## src/rtl/virtual_adc_gen.sv

```systemverilog
// Behavioural LTC2387-style serial ADC model: oversamples cnv/clk, waits a conversion
// time, then shifts one sample MSB-first onto one or two DDR lanes echoing clk as dco.
module virtual_adc_gen #(
    parameter int ADC_WIDTH = 18,
    parameter int LANES     = 2,
    parameter int DEPTH     = 16,
    parameter int T_CONV    = 4,
    parameter int STEP      = 1
) (
    input  logic                     fast_clk,
    input  logic                     reset,
    input  logic                     cnv_i,
    input  logic                     clk_i,
    input  logic [1:0]               mode_i,
    input  logic [ADC_WIDTH-1:0]     fixed_value_i,
    input  logic                     wr_en_i,
    input  logic [$clog2(DEPTH)-1:0] wr_addr_i,
    input  logic [ADC_WIDTH-1:0]     wr_data_i,
    output logic                     dco_o,
    output logic                     da_o,
    output logic                     db_o,
    output logic                     busy_o,
    output logic                     frame_done_o,
    output logic                     overrun_o
);
    localparam int W   = ADC_WIDTH;
    localparam int P   = (W + LANES - 1) / LANES;
    localparam int LW  = LANES * P;
    localparam int E   = 2 * ((P + 1) / 2);
    localparam int AW  = $clog2(DEPTH);
    localparam int ECW = $clog2(E + 1);
    localparam int TCW = $clog2(T_CONV + 1);

    typedef enum logic [1:0] {IDLE = 2'd0, CONVERT = 2'd1, OUTPUT = 2'd2} state_t;

    state_t          state_q;
    logic [2:0]      cnv_sync_q;
    logic [2:0]      clk_sync_q;
    logic            cnv_rise_s;
    logic            clk_edge_s;
    logic [1:0]      mode_q;
    logic [TCW-1:0]  conv_cnt_q;
    logic [ECW-1:0]  edge_cnt_q;
    logic [LW-1:0]   shreg_q;
    logic [AW-1:0]   idx_q;
    logic [W-1:0]    ctr_q;
    logic            chk_q;
    logic            dco_q;
    logic            da_q;
    logic            db_q;
    logic            busy_q;
    logic            frame_done_q;
    logic            overrun_q;
    logic [W-1:0]    table_q [DEPTH];
    logic [W-1:0]    sample_d;
    logic [LW-1:0]   word_d;

    // phase 0 gives 1010... from the MSB, phase 1 gives 0101...
    function automatic logic [W-1:0] checker_word(input logic phase);
        logic [W-1:0] w;
        for (int i = 0; i < W; i++) begin
            w[i] = (((W - 1 - i) % 2) == 0) ? ~phase : phase;
        end
        return w;
    endfunction

    assign cnv_rise_s = cnv_sync_q[1] & ~cnv_sync_q[2];
    assign clk_edge_s = clk_sync_q[1] ^ clk_sync_q[2];

    // Sample selection at conversion end; word is left-aligned with zero LSB padding
    always_comb begin
        sample_d = '0;
        case (mode_q)
            2'd0:    sample_d = table_q[idx_q];
            2'd1:    sample_d = ctr_q;
            2'd2:    sample_d = fixed_value_i;
            2'd3:    sample_d = checker_word(chk_q);
            default: sample_d = '0;
        endcase
        word_d = LW'(sample_d) << (LW - W);
    end

    // Sample table: write port only, contents deliberately survive reset
    always_ff @(posedge fast_clk) begin
        if (wr_en_i) begin
            table_q[wr_addr_i] <= wr_data_i;
        end
    end

    // Synchronisers, conversion/serialisation FSM and registered outputs
    always_ff @(posedge fast_clk or posedge reset) begin
        if (reset) begin
            state_q      <= IDLE;
            cnv_sync_q   <= 3'b000;
            clk_sync_q   <= 3'b000;
            mode_q       <= 2'd0;
            conv_cnt_q   <= '0;
            edge_cnt_q   <= '0;
            shreg_q      <= '0;
            idx_q        <= '0;
            ctr_q        <= '0;
            chk_q        <= 1'b0;
            dco_q        <= 1'b0;
            da_q         <= 1'b0;
            db_q         <= 1'b0;
            busy_q       <= 1'b0;
            frame_done_q <= 1'b0;
            overrun_q    <= 1'b0;
        end else begin
            cnv_sync_q   <= {cnv_sync_q[1:0], cnv_i};
            clk_sync_q   <= {clk_sync_q[1:0], clk_i};
            frame_done_q <= 1'b0;
            if (cnv_rise_s && (state_q != IDLE)) begin
                overrun_q <= 1'b1;
            end
            case (state_q)
                IDLE: begin
                    if (cnv_rise_s) begin
                        state_q    <= CONVERT;
                        busy_q     <= 1'b1;
                        mode_q     <= mode_i;
                        conv_cnt_q <= '0;
                    end
                end
                CONVERT: begin
                    if (conv_cnt_q == TCW'(T_CONV - 1)) begin
                        state_q    <= OUTPUT;
                        busy_q     <= 1'b0;
                        edge_cnt_q <= '0;
                        da_q       <= word_d[LW-1];
                        db_q       <= (LANES == 2) ? word_d[LW-2] : 1'b0;
                        shreg_q    <= word_d << LANES;
                        case (mode_q)
                            2'd0:    idx_q <= idx_q + AW'(1);
                            2'd1:    ctr_q <= ctr_q + W'(STEP);
                            2'd3:    chk_q <= ~chk_q;
                            default: chk_q <= chk_q;
                        endcase
                    end else begin
                        conv_cnt_q <= conv_cnt_q + TCW'(1);
                    end
                end
                OUTPUT: begin
                    if (clk_edge_s) begin
                        if (edge_cnt_q == ECW'(E - 1)) begin
                            state_q      <= IDLE;
                            dco_q        <= 1'b0;
                            da_q         <= 1'b0;
                            db_q         <= 1'b0;
                            frame_done_q <= 1'b1;
                        end else begin
                            edge_cnt_q <= edge_cnt_q + ECW'(1);
                            dco_q      <= clk_sync_q[1];
                            da_q       <= shreg_q[LW-1];
                            db_q       <= (LANES == 2) ? shreg_q[LW-2] : 1'b0;
                            shreg_q    <= shreg_q << LANES;
                        end
                    end
                end
                default: state_q <= IDLE;
            endcase
        end
    end

    assign dco_o        = dco_q;
    assign da_o         = da_q;
    assign db_o         = db_q;
    assign busy_o       = busy_q;
    assign frame_done_o = frame_done_q;
    assign overrun_o    = overrun_q;
endmodule

```

## config.mk

```make
export PLATFORM = sky130hd
export DESIGN_NAME = virtual_adc_gen
export DESIGN_NICKNAME = d
export VERILOG_FILES = /design/src/rtl/virtual_adc_gen.sv
export SDC_FILE = /design/constraint.sdc
export NUM_CORES = 1
export LEC_CHECK = 0
export ABC_AREA = 1
export BUFFER_PORTS_ARGS = -buffer_cell sky130_fd_sc_hd__buf_2
export CORE_MARGIN = 2
export CORE_UTILIZATION = 62
export CTS_CLUSTER_DIAMETER = 200
export DETAILED_ROUTE_END_ITERATION = 6
export HOLD_SLACK_MARGIN = 0.15
export PLACE_DENSITY = 0.82
export SKIP_CTS_REPAIR_TIMING = 1
export SYNTH_ARGS = -nofsm -noshare
export SYNTH_HDL_FRONTEND = slang
export SYNTH_SLANG_ARGS = --single-unit
```

## constraint.sdc

```tcl
create_clock -name fast_clk -period 5.3 [get_ports fast_clk]
set_input_delay 1.06 -clock fast_clk [delete_from_list [all_inputs] [get_ports fast_clk]]
set_output_delay 1.06 -clock fast_clk [all_outputs]
set_load 0.02 [all_outputs]
```

Word level (Yosys, flattened, before mapping)
Memory sizes are Yosys's and may differ from the RTL's.
Index checks and enable logic that the tools add are counted.
{ "classes": {"addsub": 4, "mul": 0, "div_mod_pow": 0, "n_lt_le_gt_ge": 0, "n_eq_ne": 13, "n_shift": 0, "n_mux": 34, "n_bitwise": 4, "reduce_logical": 16} }
{ "op_table": {"columns": ["cell", "count"], "rows": [
  ["$pmux 18 s4", 1],
  ["$mux 18", 3],
  ["$pmux 18 s2", 1],
  ["$add 18x1->18 const B", 1],
  ["$reduce_and 3->1", 6],
  ["$mux 1", 14],
  ["$mux 4", 3],
  ["$ne 2x2->1 const B", 6],
  ["$add 4x1->4 const B", 2],
  ["$mux 2", 4],
  ["$pmux 4 s2", 1],
  ["$reduce_and 4->1", 2],
  ["$eq 2x2->1 const B", 3],
  ["$mux 3", 2],
  ["$pmux 1 s2", 3],
  ["$pmux 2 s3", 1],
  ["$pmux 3 s2", 1],
  ["$reduce_bool 2->1", 3],
  ["$eq 2x1->1 const B", 2],
  ["$eq 4x4->1 const B", 1],
  ["$logic_not 2->1", 2],
  ["$reduce_and 2->1", 2],
  ["$add 3x1->3 const B", 1],
  ["$eq 3x2->1 const B", 1],
  ["other kinds (4)", 5]
]} }
{ "word_totals": {"register_bits": 64, "latchBits": 0, "ramBits": 288, "rom_bits": 0, "n_memories": 1} }
{ "mem_list": {"columns": ["memory", "depth", "width", "rd", "rd_clocked_by_memory_dff", "wr", "line", "source"], "rows": [
  ["table_q", 16, 18, 1, 0, 1, "54", "logic [W-1:0] table_q [DEPTH];"]
]} }

Logic depth before layout (Yosys ltp)
Gate-level depths: netlist (run 1).
{ "depth": {"ltp_word": 4, "ltp_mapped": 12, "ltp_nobuf": 10} }

Least setup slack after synthesis (run 1)
No wires, ideal clock.
{ "synth_timing": {"path_kind": "input port to flip-flop", "from": "input port wr_addr_i[2]", "to": "memory table_q[10][0] (netlist name), enable pin", "arrival_time_ps": 2054, "required_ps": 4907, "slack_ps": 2854, "path_stages": 2, "n_path_buf": 0, "path_cell_list": "nand3b_1 > nor2_1"} }
{ "synth_lines": {"columns": ["element", "line", "source"], "rows": [
  ["start, declared", "17", "input logic [$clog2(DEPTH)-1:0] wr_addr_i,"],
  ["end, declared", "54", null]
]} }
No word-level cell before the write port.

Worst setup path after layout (run 1)
{ "layout_timing": {"from": "register state_q[0]", "to": "register edge_cnt_q[0]"} }
{ "layout_via": {"elab_chain_cells": 3, "elab_cells_between_ends": 8, "cone_classes": "eq/ne (5); mux (1); reduce/logical (2)"} }
{ "layout_lines": {"columns": ["element", "line", "source"], "rows": [
  ["start, declared", "36", "state_t state_q;"],
  ["start signal, assigned", "93", "state_q <= IDLE;"],
  ["start signal, assigned", "119", "state_q <= CONVERT;"],
  ["start signal, assigned", "127", "state_q <= OUTPUT;"],
  ["$eq 2x2->1 or $eq 2x1->1 (tied branches)", "116", "case (state_q)"],
  ["$ne 2x2->1 (no source line) or $reduce_bool 2->1 (tied branches)", null, null],
  ["$reduce_and 4->1 (no source line)", null, null],
  ["end signal, assigned", "152", "edge_cnt_q <= edge_cnt_q + ECW'(1);"],
  ["end, declared", "43", "logic [ECW-1:0] edge_cnt_q;"]
]} }
Several ways; a longest one is shown, not always the timed one.
A chain may end at the register's enable or synchronous reset.

==> implementation parameters, run 1 <==
Parameter                              Value

Min path
  Hold/Removal Path Class ... flip-flop to flip-flop

Timing
  Time the worst path needs with I/O delays and setup ... 3080 ps
  Final-report max-slew violation count ... 0
  Total Negative Setup Slacks ... 0 ps
  Relative slew slack ... 11.3%
  Period utilisation layout ... 58.2%
  Number of setup violations in the final report ... 0
  Clock skew ... 19.9 ps
  Slew at the pin closest to its max-slew limit ... 1330 ps
  Number of failing hold endpoints at the final stage ... 0
  Unrepaired setup endpoints after global routing ... no
  FMAX ... 324 MHz

Power
  Switching component of the power ... 2.78 mW
  Relative contribution of sequential cells to total power ... 41.4%
  Power per standard cell area ... 474 nW/um2
  Cell-internal power ... 5.19 mW
  Clock power share ... 31.2%
  Portion of total power attributed to combinational logic ... 27.3%
  Total design power ... 7.97 mW
  Highest ir drop seen on vdd ... 0.000362 V
  Standby leakage power ... 6.94 nW
  Net Sw Frac ... 34.8%

Floorplanning
  Horiz. Die Dim ... 161 um
  Initial Utilization ... 62.9%
  Number of primary I/O pins ... 53
  Area of the die ... 25800 um2
  Placement Rows ... 57
  Total core area ... 24200 um2
  Vertical die dimension ... 161 um

Detailed routing
  Vias per cell ... 5.89
  Remaining number of nets flagged by the antenna check after routing ... 0
  Routed WL per cell ... 20.9 um
  Remaining design rule violation count ... 0
  Detailed router's first-iteration violation count ... 1755
  Detailed Routing Iterations Pass 1 ... 6
  Wire length after detailed routing ... 38.8 mm
  Vias after detailed routing ... 10900

Synthesis
  Number of synthesized register bits ... 350
  Synthesized area per cell ... 10.3 um2
  Most used flip-flop cell after synthesis ... sky130_fd_sc_hd__edfxtp_1
  Unique cell type count in the Yosys netlist ... 36
  Sequential cell area fraction in the yosys report ... 67.1%
  Cell taking the most area after synthesis ... sky130_fd_sc_hd__edfxtp_1
  Post-synth EDFFs ... 288
  Number of nets produced by synthesis ... 1527
  Instance count of the mapped netlist ... 1474
  Synth Cell Area ... 15200 um2
  Fraction of registers with async set/reset ... 17.7%
  Number of warnings reported in the yosys synthesis log ... 0
  Main area contributors after synthesis ... sky130_fd_sc_hd__edfxtp_1 57%, sky130_fd_sc_hd__nand2_1 12%, sky130_fd_sc_hd__dfrtp_1 10%
  Fraction of synthesized cell area taken by the top area cell type ... 56.9%

Clocking
  Clock Tree Root ... sky130_fd_sc_hd__clkbuf_16
  Maximum root-to-sink buffer count ... 3
  Clock insertion delay at the later pin of the skew report ... 530 ps
  Worst-path clk slew ... 60 ps
  Clock net sink count ... 350
  TritonCTS clock tree ... built
  H-tree Lvls ... 2
  CTS Buf Count ... 37

Cells and area
  Area grow syn2layout ... 10.5%
  Number of diodes ... 0
  Fraction of final layout cells sized beyond drive strength 1 ... 9.86%
  Final nets ... 1559

Global routing
  Leftover overflow at the end of global routing ... 0
  Met1 track utilization from global routing ... 41.2%
  Global-route wire length before repair ... 59.3 mm
  Maximum number of pins on one net before global-route repair ... 111
  All-layer global routing usage ... 30.6%
  Antenna violations before repair ... 0
  Busiest metal layer after global routing ... met2
  Global-route track usage on met3 ... 8.63%
  Via count of the first global-routing pass ... 10500
  Met2 usage ... 45.8%

Setup path
  Crit. End Element ... flip-flop
  Cell type of the slowest stage on the worst timing path ... sky130_fd_sc_hd__nor2_2
  Data arrival time of the worst path ... 3480 ps
  Worst path max stage delay ... 1020 ps
  Cell type with the highest occurrence count on the critical path ... sky130_fd_sc_hd__nand2_1
  Required time at the endpoint of the critical path ... 5700 ps
  CP Class ... flip-flop to flip-flop
  Largest fanout on the critical path ... 33
  Nature of the critical path startpoint ... flip-flop
  Worst-path cell chain ... nor2_2 > nand2_1 > nand2_1 > nand2_1 > inv_2 > o21ai_0 > o21a_1

Flow run
  Max-capacitance violation count ... 0

Status
  Result of the run ... finished clean

Placement
  Dpl hpwl ... 23.5 mm
  Number of buffers added on ports ... 52
  Routability congestion estimate ... 0.886
cell families after synthesis:
kind of cell | after synthesis | share of synthesized area, %
buffers and inverters | 217 | 5.83
adders and majority gates | 6 | 0.494
and+or+nand+nor | 798 | 22.3
DFF | 350 | 67.1
xor gates and xnor gates | 23 | 1.33
AOI/OAI and AO/OA | 80 | 2.91
final timing paths:
| path | from | to | slack (ps) | cells after the start |
|---|---|---|---|---|
| min in group asynchronous | reset | da_o$_DFFE_PP0P_ | 510 | 2 |
| min | cnv_sync_q[0]$_DFF_PP0_ | cnv_sync_q[1]$_DFF_PP0_ | 350 | 0 |
| min reg2reg | cnv_sync_q[0]$_DFF_PP0_ | cnv_sync_q[1]$_DFF_PP0_ | 350 | 0 |
| max reg2reg | state_q[0]$_DFFE_PP0P_ | edge_cnt_q[0]$_DFFE_PP0P_ | 2220 | 7 |
| max in group asynchronous | reset | idx_q[0]$_DFFE_PP0P_ | 3780 | 3 |
| max | state_q[0]$_DFFE_PP0P_ | edge_cnt_q[0]$_DFFE_PP0P_ | 2220 | 7 |
stage by stage:
| step | utilization, % | instance area [um2] | std cells | hold WS [ps] | setup slack (ps) |
|---|---|---|---|---|---|
| 2_1_floorplan | - | 15200 | 1474 | 331 | 2700 |
| 3_5_place_dp | 64.8 | 15700 | 1791 | 336 | 2320 |
| 3_3_place_gp | 64.8 | 15700 | 1791 | 332 | 2390 |
| 5_1_grt | 69.5 | 16800 | 1856 | 351 | 1960 |
| 4_1_cts | 69.5 | 16800 | 1856 | 349 | 2310 |
| 6_report | 69.5 | 16800 | 1856 | 348 | 2220 |
placed cells by master (no fill, tap or decap), types with 19 or more instances in the layout:
master                      instances
sky130_fd_sc_hd__clkbuf_16         37
sky130_fd_sc_hd__inv_1            139
sky130_fd_sc_hd__nor2_1            59
sky130_fd_sc_hd__buf_2             52
sky130_fd_sc_hd__edfxtp_1         288
sky130_fd_sc_hd__a31oi_1           19
sky130_fd_sc_hd__nand3_1          205
sky130_fd_sc_hd__nand2_1          497
sky130_fd_sc_hd__nor2_2            19
sky130_fd_sc_hd__dfrtp_1           60
sky130_fd_sc_hd__a21oi_1           42
flip-flops by register name, summed over array words and instances, names as in the netlist:
register / count
conv_cnt_q: 3
mode_q: 2
busy_o: 1
db_o: 1
state_q: 2
ctr_q: 18
frame_done_o: 1
edge_cnt_q: 4
idx_q: 4
da_o: 1
overrun_o: 1
shreg_q: 16
dco_o: 1
cnv_sync_q: 3
table_q: 288
chk_q: 1
clk_sync_q: 3
Yosys cell counts, types with 2 or more instances:
library cell and number:
sky130_fd_sc_hd__inv_2 6, sky130_fd_sc_hd__o211ai_1 2, sky130_fd_sc_hd__nand4_1 4, sky130_fd_sc_hd__a21oi_1 42, sky130_fd_sc_hd__buf_1 7, sky130_fd_sc_hd__nor3_2 2, sky130_fd_sc_hd__xnor2_1 7, sky130_fd_sc_hd__nand3_1 205
sky130_fd_sc_hd__edfxtp_1 288, sky130_fd_sc_hd__buf_2 34, sky130_fd_sc_hd__clkinv_1 2, sky130_fd_sc_hd__nor2_1 75, sky130_fd_sc_hd__o21ai_0 14, sky130_fd_sc_hd__xor2_1 16, sky130_fd_sc_hd__buf_4 5, sky130_fd_sc_hd__nand3b_1 2
sky130_fd_sc_hd__nor2_8 2, sky130_fd_sc_hd__dfrtp_1 62, sky130_fd_sc_hd__nor2_4 2, sky130_fd_sc_hd__ha_1 6, sky130_fd_sc_hd__clkbuf_1 21, sky130_fd_sc_hd__nand2_1 497, sky130_fd_sc_hd__nor2_2 3, sky130_fd_sc_hd__a31oi_1 19
sky130_fd_sc_hd__inv_1 140
layout make-up:
cell class / instances / area (um2)
sequential: 350 / 10200
tap: 324 / 405
multi-input combinational: 907 / 4150
timing repair buffer: 61 / 328
clock inverter: 17 / 166
fill: 1688 / 7380
clock buffer: 48 / 977
inverter: 149 / 564
routing by layer:
metal | wire [um] | share of wire [%]
met1 | 14300 | 37
met2 | 17800 | 46
met3 | 4530 | 12
met4 | 2130 | 5.5
met5 | 0 | 0
power groups by stage:
stage	Combinational, mW	Clock, mW	Sequential (mW)
floorplan	1.48	0	3.31
global placement	2.04	0	3.35
detailed placement	2.09	0	3.35
CTS	2.12	2.49	3.30
global route	2.37	2.60	3.32
finish	2.18	2.49	3.30
critical path: cells and delay by family (launching register included):
kind                   cells  cell delay [ps]
and+or+nand+nor            4             1790
buffers and inverters      1              460
DFF                        1              420
AOI/OAI and AO/OA          2              300
Power figures use the tool's default switching activity.
==> inputs of run 2 (changes only) <==
--- a/config.mk
+++ b/config.mk
@@ -5,14 +5,14 @@
 export SDC_FILE = /design/constraint.sdc
 export NUM_CORES = 1
 export LEC_CHECK = 0
-export ABC_AREA = 1
+export ABC_AREA = 0
 export BUFFER_PORTS_ARGS = -buffer_cell sky130_fd_sc_hd__buf_2
 export CORE_MARGIN = 2
-export CORE_UTILIZATION = 62
+export CORE_UTILIZATION = 55
 export CTS_CLUSTER_DIAMETER = 200
 export DETAILED_ROUTE_END_ITERATION = 6
 export HOLD_SLACK_MARGIN = 0.15
-export PLACE_DENSITY = 0.82
+export PLACE_DENSITY = 0.77
 export SKIP_CTS_REPAIR_TIMING = 1
 export SYNTH_ARGS = -nofsm -noshare
 export SYNTH_HDL_FRONTEND = slang
==> constraint.sdc (replaced) <==
create_clock -name fast_clk -period 2.5 [get_ports fast_clk]
set_input_delay 0.5 -clock fast_clk [delete_from_list [all_inputs] [get_ports fast_clk]]
set_output_delay 0.5 -clock fast_clk [all_outputs]
set_load 0.02 [all_outputs]
==> implementation parameters, run 2 <==
Parameter                              Value

Status
  Result of the run ... finished clean

Synthesis
  Most frequent cell after synthesis ... sky130_fd_sc_hd__edfxtp_1
  Most used flip-flop cell after synthesis ... sky130_fd_sc_hd__edfxtp_1
  Most frequent cells after synthesis ... 288 x sky130_fd_sc_hd__edfxtp_1, 72 x sky130_fd_sc_hd__mux4_2, 62 x sky130_fd_sc_hd__dfrtp_1
  Fraction of synthesized cell area taken by the top area cell type ... 61.1% (+4.2 points)
  Number of synthesized register bits ... 350 (unchanged)
  Instance count of the mapped netlist ... 804 (-45%)
  Sequential cell area fraction in the yosys report ... 72.1% (+5.0 points)
  Fraction of registers with async set/reset ... 17.7% (unchanged)
  Post-synth EDFFs ... 288 (unchanged)
  Cell taking the most area after synthesis ... sky130_fd_sc_hd__edfxtp_1
  Main area contributors after synthesis ... sky130_fd_sc_hd__edfxtp_1 61%, sky130_fd_sc_hd__mux4_2 11%, sky130_fd_sc_hd__dfrtp_1 11%
  Number of nets produced by synthesis ... 857 (-44%)
  Synth Cell Area ... 14100 um2 (-6.9%)
  Unique cell type count in the Yosys netlist ... 48 (+33%)
  Synthesized area per cell ... 17.6 um2 (+71%)
  Number of warnings reported in the yosys synthesis log ... 0 (unchanged)

Setup path
  Crit. End Element ... flip-flop
  Depth of the worst register-to-register path ... 6 (-1)
  Largest fanout on the critical path ... 16 (-52%)
  R2r endpoint ... db_o$_DFFE_PP0P_
  Nature of the critical path startpoint ... flip-flop
  CP Class ... flip-flop to flip-flop
  Worst-case register-to-register setup slack ... 170 ps (-2050 ps)
  Worst reg2reg startpoint ... idx_q[0]$_DFFE_PP0P_
  Data arrival time of the worst path ... 2730 ps (-750 ps)
  Required time at the endpoint of the critical path ... 2900 ps (-2800 ps)

Power
  Clock power share ... 32.0% (+0.8 points)
  Switching component of the power ... 4.57 mW (+65%)
  Relative contribution of sequential cells to total power ... 44.2% (+2.8 points)
  Highest ir drop seen on vdd ... 0.000721 V (+99%)
  Power per standard cell area ... 981 nW/um2 (+110%)
  Net Sw Frac ... 28.6% (-6.2 points)
  Portion of total power attributed to combinational logic ... 23.8% (-3.5 points)
  Cell-internal power ... 11.4 mW (+120%)
  Standby leakage power ... 5.59 nW (-19%)

Timing
  Period utilisation layout ... 93.1% (+35 points)
  Final-report max-slew violation count ... 0 (unchanged)
  Slew at the pin closest to its max-slew limit ... 823 ps (-505 ps)
  FMAX ... 429 MHz (+32%)
  Number of setup violations in the final report ... 0 (unchanged)
  Clock skew ... 22.7 ps (+2.80 ps)
  Unrepaired setup endpoints after global routing ... no
  Total Negative Setup Slacks ... 0 ps (unchanged)
  Relative slew slack ... 44.9% (+34 points)
  Number of failing hold endpoints at the final stage ... 0 (unchanged)
  Time the worst path needs with I/O delays and setup ... 2330 ps (-754 ps)

Placement
  Area after DPL ... 15100 um2 (-3.6%)
  Number of buffers added on ports ... 52 (unchanged)
  Placed cell count ... 1189 (-34%)
  Dpl hpwl ... 19.1 mm (-19%)
  Routability congestion estimate ... 0.839 (-5.3%)

Floorplanning
  Initial Utilization ... 56.2% (-6.7 points)
  Number of primary I/O pins ... 53 (unchanged)
  Total core area ... 25200 um2 (+4.2%)
  Vertical die dimension ... 164 um (+2.4%)
  Area of the die ... 27000 um2 (+4.8%)
  Horiz. Die Dim ... 164 um (+2.4%)
  Placement Rows ... 58 (+1.8%)

Cells and area
  Flip-flop count of the largest register after layout ... 288 (unchanged)
  Registers with the most flip-flops ... table_q (288), ctr_q (18), shreg_q (16)
  Final std cell area, no fill ... 16300 um2 (-3.0%)
  Finished Core Util ... 64.7% (-4.8 points)
  Non-filler instance count after layout ... 1264 (-32%)
  # fillers ... 1721 (+2.0%)
  Fraction of final layout cells sized beyond drive strength 1 ... 28.3% (+18 points)
  Most common cell after layout, fill and taps aside ... sky130_fd_sc_hd__edfxtp_1
  Final nets ... 959 (-38%)
  Top reg by flops ... table_q
  Area grow syn2layout ... 15.2%
  Commonest non-fill, non-tap cells in the layout ... 288 x sky130_fd_sc_hd__edfxtp_1, 72 x sky130_fd_sc_hd__mux4_2, 60 x sky130_fd_sc_hd__dfrtp_1

Detailed routing
  Routed WL per cell ... 24.8 um (+19%)
  Detailed Routing Iterations Pass 1 ... 5 (-1)
  Vias after detailed routing ... 7871 (-28%)
  Detailed router's first-iteration violation count ... 979 (-44%)
  Remaining number of nets flagged by the antenna check after routing ... 0 (unchanged)
  Remaining design rule violation count ... 0 (unchanged)
  Vias per cell ... 6.23 (+5.8%)
  Met1 Wirelength ... 13.3 mm (-6.9%)
  Wire length on met2 ... 14.6 mm (-18%)
  Met3 wirelength from detailed routing ... 2.88 mm (-37%)
  Wire length after detailed routing ... 31.4 mm (-19%)
  Highest Signal Layer ... met4

Global routing
  Via count of the first global-routing pass ... 7829 (-26%)
  Maximum number of pins on one net before global-route repair ... 48 (-57%)
  Global-route wire length before repair ... 47.0 mm (-21%)
  Leftover overflow at the end of global routing ... 0 (unchanged)
  All-layer global routing usage ... 24.0% (-6.5 points)
  Antenna violations before repair ... 0 (unchanged)

Clocking
  Clock insertion delay at the later pin of the skew report ... 530 ps (about the same)
  H-tree Lvls ... 2 (unchanged)
  Clock net sink count ... 350 (unchanged)
  CTS Buf Count ... 36 (-2.7%)
  Worst-path clk slew ... 60 ps (about the same)
  Maximum root-to-sink buffer count ... 3 (unchanged)
  Clock Tree Root ... sky130_fd_sc_hd__clkbuf_16
  TritonCTS clock tree ... built

Flow run
  Max-capacitance violation count ... 0 (unchanged)

Min path
  Number of instances on the worst hold path ... 3 (+3)
  Min-delay src ... mode_i[1]
  Destination of the worst hold path ... mode_q[1]$_DFFE_PP0P_
  Hold/Removal Path Class ... input port to flip-flop
run 2: layout make-up:
type	count	area [um2]	share of cell area, %
clock inverter	20	169	1.04
tap	330	413	2.53
antenna	1	2.50	0.0154
timing repair buffer	110	791	4.85
clock buffer	45	956	5.87
sequential	350	10200	62.6
inverter	12	45.0	0.276
multi-input combinational	396	3710	22.8
run 2: worst max path at each step:
stage | slack (ps) | cells past startpoint | from | end
3_5_place_dp | 200 | 6 | idx_q[0]$_DFFE_PP0P_ | shreg_q[7]$_DFFE_PP0P_
5_1_grt | 70 | 6 | idx_q[0]$_DFFE_PP0P_ | db_o$_DFFE_PP0P_
6_report | 170 | 6 | idx_q[0]$_DFFE_PP0P_ | db_o$_DFFE_PP0P_
2_1_floorplan | 100 | 2 | wr_addr_i[2] | table_q[8][0]$_DFFE_PP_
4_1_cts | 110 | 6 | idx_q[0]$_DFFE_PP0P_ | shreg_q[7]$_DFFE_PP0P_
3_3_place_gp | 250 | 6 | idx_q[0]$_DFFE_PP0P_ | shreg_q[5]$_DFFE_PP0P_
run 2: routing by layer:
| layer | track usage, % | vias up |
|---|---|---|
| li1 | - | 3394 |
| met1 | 36.1 | 4030 |
| met2 | 36.6 | 404 |
| met3 | 4.60 | 43 |
| met4 | 6.82 | 0 |
| met5 | 0 | - |
run 2: power groups by stage:
| stage | Clock [mW] | Sequential (mW) | Combinational (mW) |
|---|---|---|---|
| 6_report | 5.11 | 7.07 | 3.80 |
| 3_3_place_gp | 0 | 7.19 | 3.60 |
| 2_1_floorplan | 0 | 6.98 | 2.73 |
| 3_5_place_dp | 0 | 7.20 | 3.68 |
| 5_1_grt | 5.40 | 7.11 | 4.13 |
| 4_1_cts | 5.16 | 7.09 | 3.71 |
run 2: cells by family (layout without fill, tap and decap cells):
group,after synthesis,after routing,share of synthesized area [%]
DFF,350,350,72.1
and+or+nand+nor,147,147,4.96
AOI/OAI and AO/OA,123,123,5.61
muxes,97,97,13.3
buffers and inverters,58,187,2.03
xor gates and xnor gates,23,23,1.42
adders and majority gates,6,6,0.531
other,0,1,0
run 2: through the flow:
stage          power (mW)  hold slack [ps]  setup WS (ps)
2_1_floorplan        9.72              331            105
3_3_place_gp         10.8              336            248
3_5_place_dp         10.9              336            202
4_1_cts              16.0            -42.4            114
5_1_grt              16.6              236           65.7
6_report             16.0              218            171
run 2: critical path: stages, from the launching register on:
cell and delay, ps:
sky130_fd_sc_hd__dfrtp_4 570, sky130_fd_sc_hd__buf_4 210, sky130_fd_sc_hd__buf_12 170, sky130_fd_sc_hd__mux4_2 500
sky130_fd_sc_hd__a22oi_1 360, sky130_fd_sc_hd__nand4_1 150, sky130_fd_sc_hd__o221a_1 240
